[config.mk]
export PLATFORM = sky130hd
export DESIGN_NAME = amo_rmw_unit
export DESIGN_NICKNAME = d
export VERILOG_FILES = /design/src/rtl/amo_pkg.sv /design/src/rtl/amo_alu.sv /design/src/rtl/amo_rmw_unit.sv
export SDC_FILE = /design/constraint.sdc
export NUM_CORES = 1
export LEC_CHECK = 0
export CORE_MARGIN = 2
export CORE_UTILIZATION = 55
export CTS_CLUSTER_SIZE = 25
export DETAILED_ROUTE_END_ITERATION = 10
export PLACE_DENSITY = 0.8
export SLEW_MARGIN = 25
export SYNTH_ARGS = -nofsm -noshare
export SYNTH_HDL_FRONTEND = slang
export SYNTH_SLANG_ARGS = --single-unit
[constraint.sdc]
create_clock -name clk -period 6.3 [get_ports clk]
set_clock_uncertainty 0.1 [all_clocks]
set_input_delay 0.945 -clock clk [delete_from_list [all_inputs] [get_ports clk]]
set_output_delay 0.945 -clock clk [all_outputs]
set_load 0.02 [all_outputs]
[src/rtl/amo_pkg.sv]
// Shared encodings and types for the atomic read-modify-write sequencer.
package amo_pkg;

  typedef enum logic [3:0] {
    AMO_OP_LR   = 4'd0,
    AMO_OP_SC   = 4'd1,
    AMO_OP_SWAP = 4'd2,
    AMO_OP_ADD  = 4'd3,
    AMO_OP_XOR  = 4'd4,
    AMO_OP_AND  = 4'd5,
    AMO_OP_OR   = 4'd6,
    AMO_OP_MIN  = 4'd7,
    AMO_OP_MAX  = 4'd8,
    AMO_OP_MINU = 4'd9,
    AMO_OP_MAXU = 4'd10
  } amo_op_e;

  typedef enum logic [2:0] {
    AMO_ST_IDLE    = 3'd0,
    AMO_ST_RD_REQ  = 3'd1,
    AMO_ST_RD_WAIT = 3'd2,
    AMO_ST_WR_REQ  = 3'd3,
    AMO_ST_RESP    = 3'd4
  } amo_state_e;

  // Granule addresses are stored zero-extended to this width regardless of ADDR_W.
  localparam int AMO_RSV_ADDR_W = 64;

  function automatic int amo_granule_shift(input int xlen);
    return $clog2(xlen / 8);
  endfunction

  typedef struct packed {
    logic                      valid;
    logic                      word;
    logic [AMO_RSV_ADDR_W-1:0] granule;
  } amo_rsv_t;

endpackage

[src/rtl/amo_alu.sv]
// Combinational AMO datapath: new = f(op, old, wdata), with 32-bit word semantics.
module amo_alu
  import amo_pkg::*;
#(
  parameter int XLEN = 64
) (
  input  amo_op_e          op_i,
  input  logic [XLEN-1:0]  old_i,
  input  logic [XLEN-1:0]  wdata_i,
  input  logic             word_i,
  output logic [XLEN-1:0]  new_o
);

  logic [XLEN-1:0] a_s, b_s, a_u, b_u, res;
  logic            lt_s, lt_u;

  // NOTE: every variable written here gets a value before any branch, so no latch is inferred.
  always_comb begin
    a_s  = word_i ? XLEN'($signed(old_i[31:0]))   : old_i;
    b_s  = word_i ? XLEN'($signed(wdata_i[31:0])) : wdata_i;
    a_u  = word_i ? XLEN'(old_i[31:0])            : old_i;
    b_u  = word_i ? XLEN'(wdata_i[31:0])          : wdata_i;
    lt_s = $signed(a_s) < $signed(b_s);
    lt_u = a_u < b_u;
    res  = old_i;
    unique case (op_i)
      AMO_OP_SWAP: res = wdata_i;
      AMO_OP_ADD:  res = old_i + wdata_i;
      AMO_OP_XOR:  res = old_i ^ wdata_i;
      AMO_OP_AND:  res = old_i & wdata_i;
      AMO_OP_OR:   res = old_i | wdata_i;
      AMO_OP_MIN:  res = lt_s ? old_i : wdata_i;
      AMO_OP_MAX:  res = lt_s ? wdata_i : old_i;
      AMO_OP_MINU: res = lt_u ? old_i : wdata_i;
      AMO_OP_MAXU: res = lt_u ? wdata_i : old_i;
      default:     res = old_i;
    endcase
    // Word results keep only the low 32 bits, sign-extended for the register file.
    new_o = word_i ? XLEN'($signed(res[31:0])) : res;
  end

endmodule

[src/rtl/amo_rmw_unit.sv]
// Atomic sequencer between the MEM stage and the data-memory port: LR/SC plus RV-A AMOs.
module amo_rmw_unit
  import amo_pkg::*;
#(
  parameter int XLEN   = 64,
  parameter int ADDR_W = 32,
  parameter int NHART  = 2,
  parameter int HID_W  = (NHART > 1) ? $clog2(NHART) : 1
) (
  input  logic              clk,
  input  logic              rstn,
  input  logic              req_valid,
  output logic              req_ready,
  input  logic [3:0]        req_op,
  input  logic              req_word,
  input  logic [HID_W-1:0]  req_hart,
  input  logic [ADDR_W-1:0] req_addr,
  input  logic [XLEN-1:0]   req_wdata,
  output logic              mem_req_valid,
  input  logic              mem_req_ready,
  output logic              mem_req_we,
  output logic [ADDR_W-1:0] mem_req_addr,
  output logic [XLEN-1:0]   mem_req_wdata,
  output logic              mem_req_word,
  input  logic              mem_rsp_valid,
  input  logic [XLEN-1:0]   mem_rsp_rdata,
  output logic              resp_valid,
  output logic [XLEN-1:0]   resp_rdata,
  input  logic              snoop_valid,
  input  logic [ADDR_W-1:0] snoop_addr,
  input  logic              flush
);

  localparam int GSHIFT = amo_granule_shift(XLEN);

  function automatic logic [AMO_RSV_ADDR_W-1:0] granule_of(input logic [ADDR_W-1:0] a);
    return (AMO_RSV_ADDR_W'(a) >> GSHIFT) << GSHIFT;
  endfunction

  amo_state_e        state_q, state_d;
  amo_op_e           op_q, op_d, req_op_e;
  logic [HID_W-1:0]  hart_q, hart_d;
  logic [ADDR_W-1:0] addr_q, addr_d;
  logic [XLEN-1:0]   wdata_q, wdata_d, new_q, new_d, rdata_q, rdata_d;
  logic              word_q, word_d, word_eff;
  amo_rsv_t          rsv_q [NHART];
  amo_rsv_t          rsv_d [NHART];

  logic [AMO_RSV_ADDR_W-1:0] req_gran, addr_gran, snoop_gran;
  logic [XLEN-1:0]           old_ext, alu_new;
  logic                      sc_pass, wr_commit;

  assign req_op_e   = amo_op_e'(req_op);
  assign word_eff   = (XLEN == 32) ? 1'b0 : req_word;
  assign req_gran   = granule_of(req_addr);
  assign addr_gran  = granule_of(addr_q);
  assign snoop_gran = granule_of(snoop_addr);
  assign old_ext    = word_q ? XLEN'($signed(mem_rsp_rdata[31:0])) : mem_rsp_rdata;
  assign wr_commit  = (state_q == AMO_ST_WR_REQ) && mem_req_ready;

  // A same-cycle snoop or flush on the checked granule also fails the SC.
  assign sc_pass = rsv_q[req_hart].valid && (rsv_q[req_hart].granule == req_gran) &&
                   (rsv_q[req_hart].word == word_eff) && !flush &&
                   !(snoop_valid && (snoop_gran == req_gran));

  amo_alu #(.XLEN(XLEN)) u_alu (
    .op_i    (op_q),
    .old_i   (old_ext),
    .wdata_i (wdata_q),
    .word_i  (word_q),
    .new_o   (alu_new)
  );

  always_comb begin
    state_d       = state_q;
    op_d          = op_q;
    hart_d        = hart_q;
    addr_d        = addr_q;
    wdata_d       = wdata_q;
    word_d        = word_q;
    new_d         = new_q;
    rdata_d       = rdata_q;
    req_ready     = 1'b0;
    mem_req_valid = 1'b0;
    mem_req_we    = 1'b0;
    resp_valid    = 1'b0;
    unique case (state_q)
      AMO_ST_IDLE: begin
        req_ready = 1'b1;
        if (req_valid) begin
          op_d    = req_op_e;
          hart_d  = req_hart;
          addr_d  = req_addr;
          wdata_d = req_wdata;
          word_d  = word_eff;
          if (req_op_e == AMO_OP_SC) begin
            if (sc_pass) begin
              state_d = AMO_ST_WR_REQ;
            end else begin
              state_d = AMO_ST_RESP;
              rdata_d = XLEN'(1);
            end
          end else begin
            state_d = AMO_ST_RD_REQ;
          end
        end
      end
      AMO_ST_RD_REQ: begin
        mem_req_valid = 1'b1;
        if (mem_req_ready) state_d = AMO_ST_RD_WAIT;
      end
      AMO_ST_RD_WAIT: begin
        if (mem_rsp_valid) begin
          rdata_d = old_ext;
          new_d   = alu_new;
          state_d = (op_q == AMO_OP_LR) ? AMO_ST_RESP : AMO_ST_WR_REQ;
        end
      end
      AMO_ST_WR_REQ: begin
        mem_req_valid = 1'b1;
        mem_req_we    = 1'b1;
        if (mem_req_ready) begin
          state_d = AMO_ST_RESP;
          if (op_q == AMO_OP_SC) rdata_d = '0;
        end
      end
      AMO_ST_RESP: begin
        resp_valid = 1'b1;
        state_d    = AMO_ST_IDLE;
      end
      default: state_d = AMO_ST_IDLE;
    endcase
  end

  assign mem_req_addr  = addr_q;
  assign mem_req_wdata = (op_q == AMO_OP_SC) ? wdata_q : new_q;
  assign mem_req_word  = word_q;
  assign resp_rdata    = rdata_q;

  // Set first, then apply clears, so any clear source wins over a same-cycle LR set.
  always_comb begin
    rsv_d = rsv_q;
    if ((state_q == AMO_ST_RD_WAIT) && mem_rsp_valid && (op_q == AMO_OP_LR)) begin
      rsv_d[hart_q] = '{valid: 1'b1, word: word_q, granule: addr_gran};
    end
    if ((state_q == AMO_ST_IDLE) && req_valid && (req_op_e == AMO_OP_SC)) begin
      rsv_d[req_hart].valid = 1'b0;
    end
    for (int h = 0; h < NHART; h++) begin
      if (wr_commit && (HID_W'(h) != hart_q) && (rsv_d[h].granule == addr_gran))
        rsv_d[h].valid = 1'b0;
      if (snoop_valid && (rsv_d[h].granule == snoop_gran))
        rsv_d[h].valid = 1'b0;
      if (flush)
        rsv_d[h].valid = 1'b0;
    end
  end

  // NOTE: sequential state uses non-blocking assignments only, so every flop samples pre-edge values.
  always_ff @(posedge clk) begin
    if (!rstn) begin
      state_q <= AMO_ST_IDLE;
      op_q    <= AMO_OP_LR;
      hart_q  <= '0;
      addr_q  <= '0;
      wdata_q <= '0;
      word_q  <= 1'b0;
      new_q   <= '0;
      rdata_q <= '0;
      // NOTE: the reservation table is reset explicitly; stale valid bits would let an SC succeed.
      rsv_q   <= '{default: '0};
    end else begin
      state_q <= state_d;
      op_q    <= op_d;
      hart_q  <= hart_d;
      addr_q  <= addr_d;
      wdata_q <= wdata_d;
      word_q  <= word_d;
      new_q   <= new_d;
      rdata_q <= rdata_d;
      rsv_q   <= rsv_d;
    end
  end

endmodule

; ---- Yosys cells after proc, flatten, opt, wreduce, memory -nomap -nowiden
; Cells that the tools add are included.
[classes]
n_addsub = 1
magnitude_cmp = 6
n_eq_ne = 29
mux = 42
bitwise_logic = 7
n_reduce_logical = 30
[ops]
columns = operator, n
row1 = 64-bit two-way mux, 17
row2 = 64-bit one-hot mux with 9 select lines, 1
row3 = 66-bit two-way mux, 5
row4 = 64-bit by 32-bit == test with 1-bit output, 5
row5 = 132-bit bitwise mux, 2
row6 = 132-bit two-way mux, 2
row7 = 64-bit one-hot mux with 3 select lines, 1
row8 = 66-bit demux with 1-bit select, 2
row9 = 64-bit < comparator, 2
row10 = 64-bit adder, 1
row11 = 64-bit bitwise AND, 1
row12 = 64-bit OR, 1
row13 = 64-bit XOR, 1
row14 = 29-bit == test, 1
row15 = 3-bit two-way mux, 7
row16 = 1-bit logical AND, 18
row17 = 4-bit by 3-bit == test with 1-bit output (second input constant), 4
row18 = 4-bit == test (second input constant), 3
row19 = 2-bit inequality test (second input constant), 6
row20 = 3-bit one-hot mux with 4 select lines, 1
row21 = 4-bit by 1-bit == test with 1-bit output (second input constant), 2
row22 = 4-bit by 2-bit == test with 1-bit output (second input constant), 2
row23 = 4-bit OR reduction, 2
row24 = 7-bit AND reduction, 1
row25 = 17 further kinds, 27
[totals]
register_bits = 365
in_bits = 205
out_inout_bits = 165
wordCells = 129

; ---- Longest topological paths before layout
; Gate-level depths: netlist of the first run.
[depth]
depth_word = 13
ltp_mapped = 22
depth_no_buf = 17

; ---- Hierarchy
; A second synthesis of the first run with hierarchy kept.
[hier_totals]
cells_unflattened = 3734
area_unflattened_um2 = 27482.6
[by_module_without_submodules]
columns = mod, n_inst, cells_each, area_per_inst_um2, seq_area_each_um2
row1 = amo_rmw_unit, 1, 2042, 16598.4, 7307.0
row2 = amo_alu, 1, 1692, 10884.2, 0.0

; ---- Worst setup path after synthesis of the first run
; Ideal clock, no wire load.
[synth_path]
path_kind = input port to flip-flop
from = input port mem_rsp_rdata[31]
to = register new_q[28]
setup_ns = 0.126
arrival_ns = 4.654
required_ns = 6.074
setup_slack_ns = 1.420
path_stages = 18
path_buffers = 3
path_cell_list = inv_1 nor2_1 clkbuf_1 nor2_1 inv_1 ha_1 a21oi_1 o21ai_1 a221oi_1 o21ai_1 a2111oi_1 a21oi_1 o21a_1 or3_4 buf_6 buf_2 a2111oi_2 a21oi_1
[synth_between]
elab_chain_len = 6
elab_cells_between_ends = 11
classes_between = 2 x order compare / 9 x mux
[synth_rtl]
columns = item, line
row1 = "start, declared", amo_rmw_unit.sv:26  ; input logic [XLEN-1:0] mem_rsp_rdata,
row2 = 64-bit two-way mux (*), amo_rmw_unit.sv:58  ; assign old_ext = word_q ? XLEN'($signed(mem_rsp_rdata[31:0])) : mem_rsp_rdata;
row3 = "64-bit two-way mux, on equally long branches", "amo_alu.sv:21, amo_alu.sv:19"
row4 = "64-bit < comparator, on equally long branches", "amo_alu.sv:24, amo_alu.sv:23"
row5 = "64-bit two-way mux, on equally long branches", -
row6 = 64-bit one-hot mux with 9 select lines (*), amo_alu.sv:26  ; unique case (op_i)
row7 = 64-bit two-way mux (*), amo_alu.sv:39  ; new_o = word_i ? XLEN'($signed(res[31:0])) : res;
row8 = "end signal, assigned", amo_rmw_unit.sv:179  ; new_q <= new_d;
row9 = "end, declared", amo_rmw_unit.sv:44  ; logic [XLEN-1:0] wdata_q, wdata_d, new_q, new_d, rdata_q, rdata_d;
; Every way passes the cells marked *; elsewhere a longest branch is shown, timed or not.
; A chain may end at the register's enable or synchronous reset.

; ---- Final worst setup path of the first run
[layout_path]
from = input port mem_rsp_rdata[31]
to = register new_q[61]
; Same word-level chain as after synthesis.

==> out/qor.yml, run 1 <==
hold_path.class: "reg -> reg"
drv_cap: 0
leakagePower_nw: 13.54
synth_nets: 3891
ctsHoldBuffers: 0
cts.clk_slew.worst_paths_ns: 0.06
cp-start-kind: "input pin"
critPathRequiredTime_ns: 6.66
fill_cells: 4178
slowest_delay_ns: 0.72
num_vias: 27660
post_cts_buffers: 0
layout_min_cycle_time_ns: 5.792
track_usage_pct: 38.74
place_ws_ns: 0.2147
postSynthRegisterBits: 365
worst_ep_arrival_time_ns: 6.15
drtAntennaViolNets: 0
crit_start: "mem_rsp_rdata[31]"
drc: 0
hold_violations: 0
crit_chain: "clkdlybuf4s50_1, inv_1, nor2_2, buf_4, buf_4, nor2_1, inv_1, ha_1, nand4_1, nor3_1, nand4_1, o31a_1, a21oi_1, or4_1, and3_1, o21ai_0, a221oi_1, a221oi_2"
setup_tns_ns: 0
grt_pass1_wl_um: 153300
die_w_um: 225.2
synthesis.area_um2: 26920
period_share_pct: 91.93
worstSetupEndpointType: "register"
critPathMaxFanout: 11
drive_gt1_share_pct: 7.631
async_flop_share_pct: 0
cts_inserted_buffers: 42
cts_resized: 0
ys_seq_area_share_pct: 27.15
path_buf_inv: 5
synth-edff-count: 0
vias_per_cell: 6.318
antenna_found_initial: 7
drt_iter0_drc: 3114
synth_warnings: 0
status: "finished, final reports clean"
io_pins: 370
powerDensity_nw_per_um2: 241.2
ys_types: 92
die_y_um: 225.2
dieArea_um2: 50720
finalWorstSetupSlack_ns: 0.5084
timing.fmax_ghz: 0.1727
area_delta_synth_final_pct: 21.56
clk_latency_ns: 0.61
grt_max_degree: 168
core_um2: 48650
final_common_cell: "nand2_1"
crit_type: "in -> reg"
slowest_stage: "and3_1"
wl_per_cell_um: 23.10
slew_violations: 0
place_inst: 4292
ir_worst_vdd_mv: 0.1994
rr_startpoint: "mem_req_word$_SDFFE_PN0P_"
initial_core_util_pct: 55.33
postSynthAreaPerCell_um2: 7.777
place_hpwl_um: 73050
setup_violations: 0
clockBufferDepth: 3
worst_pin_slew_ns: 1.033
routabilityCongestion: 1.083
nets: 4144
hold_start: "resp_rdata[41]$_SDFFE_PN0P_"
h-tree-depth: 2
rsz0062_at_grt: "no"
cts_tree: "yes"
rrSetupSlack_ns: 0.77
dr.pass1.iters: 6
wl_um: 101100
cts_sinks: 365
num_rows: 81
grt_pass1_vias: 25890
maxSlewHeadroom_pct: 30.87
synthCells: 3461
final_cell_mix: "nand2_1 (468), dfxtp_1 (365), clkdlybuf4s50_1 (364)"
clockRootBuffer: "clkbuf_16"
globalRouteOverflowTotal: 0
io_buffers: 366
finalNonFillerCells: 4377
synth_flop_cell: "dfxtp_1"
cp_top_family: "simple AND/OR/NAND/NOR gates"
-- registers in the layout (all words and copies together), names as in the netlist, named ones only --
name          flops
hart_q            1
mem_req_addr     32
mem_req_word      1
new_q            64
op_q              4
resp_rdata       64
rsv_q           130
state_q           3
wdata_q          64
-- path summary, 6_finish.rpt --
check / to / cells past startpoint
worst max-delay path: new_q[61]$_SDFFE_PN0P_ / 18
worst min-delay path: resp_rdata[41]$_SDFFE_PN0P_ / 2
worst max register to register: new_q[61]$_SDFFE_PN0P_ / 17
worst min register to register: resp_rdata[41]$_SDFFE_PN0P_ / 2
-- tightest hold or removal path: stages (launching register included) --
cell	delay [ns]
dfxtp_1	0.31
nand2_1	0.05
a21boi_1	0.05
-- synthesized netlist by cell type (65+ instances only) --
cell,number,share of area (%)
o21ai_0,199,3.7
dfxtp_1,365,27
nand2_1,469,6.5
ha_1,224,10
xor2_1,92,3.0
inv_1,209,2.9
a21oi_1,222,4.1
mux2i_1,79,2.9
a21boi_0,165,4.6
mux2_2,65,2.7
xnor2_1,70,2.3
clkbuf_1,182,2.5
nor2b_1,89,2.1
and3_1,85,2.0
nor2_1,165,2.3
nand3_1,101,1.9
-- per-stage QoR --
step / power (W) / cell area [um^2] / utilization (%) / hold slack (ns)
2_1_floorplan: 0.004148 / 26920 / - / 0.3428
3_3_place_gp: 0.005062 / 31100 / 63.94 / 0.3382
3_5_place_dp: 0.005089 / 31160 / 64.05 / 0.3442
4_1_cts: 0.007838 / 32700 / 67.22 / 0.3542
5_1_grt: 0.008217 / 32710 / 67.24 / 0.3667
6_report: 0.007892 / 32720 / 67.26 / 0.3544
-- report_power, final --
part	switching [W]	internal (W)	leakage, nW
registers	0.000174	0.00241	2.96
logic	0.00159	0.000963	9.84
clock network	0.00113	0.00163	0.738
-- logic make-up (layout without fill, tap and decap cells) --
family	after synthesis	count (layout)	share of synthesized area, %
other	0	7	0
muxes	145	145	5.708
AOI/OAI and AO/OA	1000	1000	25.01
DFF	365	365	27.15
xor gates and xnor gates	162	162	5.271
and+or+nand+nor	1112	1112	19.71
adders and majority gates	225	225	10.49
buffers and inverters	452	739	6.661
-- layer usage --
metal / wire, um / share of wire (%) / vias up / GRT usage (%)
li1: - / - / 12820 / -
met1: 42120 / 42 / 13040 / 51.40
met2: 43630 / 43 / 1492 / 59.33
met3: 9182 / 9.1 / 305 / 6.675
met4: 6176 / 6.1 / 4 / 22.26
met5: 27 / 0.027 / - / 0
-- cell type report --
type | count | area, um^2 | share of cell area (%)
timing repair buffer | 450 | 4370 | 13.36
clock buffer | 50 | 1121 | 3.427
multi-input combinational | 2644 | 17910 | 54.74
inverter | 211 | 792.0 | 2.421
clock inverter | 28 | 420.4 | 1.285
tap | 622 | 778.2 | 2.379
sequential | 365 | 7307 | 22.33
antenna | 7 | 17.52 | 0.05354
Note: power is estimated with default switching activity, not from simulation.
==> run 2, diff against run 1 <==
--- a/config.mk
+++ b/config.mk
@@ -5,7 +5,6 @@
 export SDC_FILE = /design/constraint.sdc
 export NUM_CORES = 1
 export LEC_CHECK = 0
-export CORE_MARGIN = 2
 export CORE_UTILIZATION = 55
 export CTS_CLUSTER_SIZE = 25
 export DETAILED_ROUTE_END_ITERATION = 10
==> run 2 against run 1 <==
Global-route usage up 0.13 points. First-iteration DRC count up 3.2%. Non-clock buffer count down 16. Highest routed layer unchanged. Largest power group unchanged. Total power up 0.33%. Worst hold slack better by 0.00080 ns. Cell count down 0.69%. Register-to-register slack better by 0.11 ns. Worst setup slack better by 0.15 ns. Wire length down 1.1%. Via count down 0.44%. Count of clock-buffer cells in the layout unchanged.
==> out/qor.yml, run 2 (synthesis results as in run 1) <==
timing.fmax_ghz: 0.1771
comb_power_share_pct: 31.7
nets: 4128
hold_violations: 0
r2r_cells: 18
p_clk_share_pct: 35.6
drtAntennaViolNets: 0
cts_inserted_buffers: 42
place_hpwl_um: 71750
critPathMaxFanout: 15
fin_area_um2: 32580
leakagePower_nw: 13.46
maxSlewHeadroom_pct: 32.09
grt_max_degree: 179
drive_gt1_share_pct: 7.181
routabilityCongestion: 1.035
final_common_cell: "nand2_1"
p_int_w: 0.005055
antenna_found_initial: 1
h-tree-depth: 2
setup_violations: 0
period_share_pct: 89.62
largest_register: "rsv_q"
worst_ep_arrival_time_ns: 6.02
track_usage_pct: 38.87
powerDensity_nw_per_um2: 243.1
n_antenna_cell: 0
grt_pass1_wl_um: 152200
cp-start-kind: "input pin"
ir_worst_vdd_mv: 0.1720
rrSetupSlack_ns: 0.88
clockBufferDepth: 3
wl_um: 99980
vias_per_cell: 6.334
min_path_cells: 2
hold_path.class: "reg -> reg"
setup_tns_ns: 0
num_vias: 27540
status: "finished, final reports clean"
drv_cap: 0
r2r_end: "new_q[41]$_SDFFE_PN0P_"
layout_min_cycle_time_ns: 5.646
seq_power_share_pct: 32.7
ctsHoldBuffers: 0
globalRouteOverflowTotal: 0
initial_core_util_pct: 56.02
hold_start: "resp_rdata[42]$_SDFFE_PN0P_"
io_pins: 370
cts.clk_slew.worst_paths_ns: 0.05
clk_latency_ns: 0.60
dieArea_um2: 49830
cts_tree: "yes"
die_w_um: 223.2
dr.pass1.iters: 9
worstHoldEndpoint: "resp_rdata[42]$_SDFFE_PN0P_"
drc: 0
area_delta_synth_final_pct: 21.03
worst_pin_slew_ns: 1.009
dpl-instance-area_um2: 30990
rr_startpoint: "mem_req_word$_SDFFE_PN0P_"
post_cts_buffers: 0
cts_resized: 0
drt_iter0_drc: 3213
final_cell_mix: "nand2_1 (468), dfxtp_1 (365), clkdlybuf4s50_1 (364)"
wl_per_cell_um: 23.00
io_buffers: 366
grt_pass1_vias: 25740
crit_type: "in -> reg"
slew_violations: 0
core_um2: 48050
num_rows: 80
clockRootBuffer: "clkbuf_16"
p_sw_w: 0.002863
largest_register_ff_count: 130
rsz0062_at_grt: "no"
critPathRequiredTime_ns: 6.68
worstSetupEndpointType: "register"
cts_sinks: 365
die_y_um: 223.2
netSwitchingFraction_pct: 36.15
## run 2: power groups by stage
stage	Sequential (W)	Combinational, W	Clock [W]
after floorplan	0.00258	0.00157	0
after global placement	0.00263	0.00242	0
after detailed placement	0.00263	0.00243	0
after CTS	0.00258	0.00245	0.00284
after global routing	0.00260	0.00270	0.00294
final	0.00259	0.00251	0.00282
## run 2: critical path, cell delays in order
cell and delay, ns:
clkdlybuf4s50_1 0.54, inv_1 0.23, nor2_2 0.08, buf_12 0.19, nor2_1 0.21, inv_1 0.13, ha_1 0.33, nand4_1 0.14
nor3_1 0.60, nand4_1 0.26, o31a_1 0.42, a21oi_1 0.40, or4_1 0.32, nand3_1 0.46, a221oi_1 0.43, o2111a_1 0.27
a211oi_2 0.05
## run 2: routing by layer
metal	wire, um	global-route usage [%]	vias up
li1	-	-	12810
met1	41830	51.62	12930
met3	8693	6.256	297
met2	43590	60.28	1497
met4	5852	21.09	2
met5	13	0	-
## run 2: final cells by class
type,instances,area [um^2]
clock buffers,50,1111
clock inverters,28,470.5
fillers,4116,15470
inverters,211,792.0
multi-input cells,2644,17900
flip-flops and latches,365,7307
well taps,615,769.5
repair buffers,434,4223
## run 2: worst max path at each step
stage,startpoint,end,cells past startpoint
after global routing,mem_rsp_rdata[31],new_q[41]$_SDFFE_PN0P_,20
final,mem_rsp_rdata[31],new_q[41]$_SDFFE_PN0P_,17
after floorplan,mem_rsp_rdata[31],new_q[28]$_SDFFE_PN0P_,18
after detailed placement,mem_rsp_rdata[31],new_q[32]$_SDFFE_PN0P_,18
after global placement,mem_rsp_rdata[31],new_q[32]$_SDFFE_PN0P_,18
after CTS,mem_rsp_rdata[31],new_q[32]$_SDFFE_PN0P_,18
## run 2: metrics by stage
stage                     std cells  hold WS [ns]  worst slack [ns]  util, %  total power (W)
after global placement         4269        0.3388            0.2457    64.50         0.005042
final                          4347        0.3552            0.6539    67.80         0.007918
after CTS                      4347        0.3564            0.8165    67.79         0.007870
after global routing           4347        0.3738            0.5079    67.80         0.008238
after detailed placement       4269        0.3449            0.2104    64.50         0.005059
after floorplan                3461        0.3428             1.420        -         0.004148
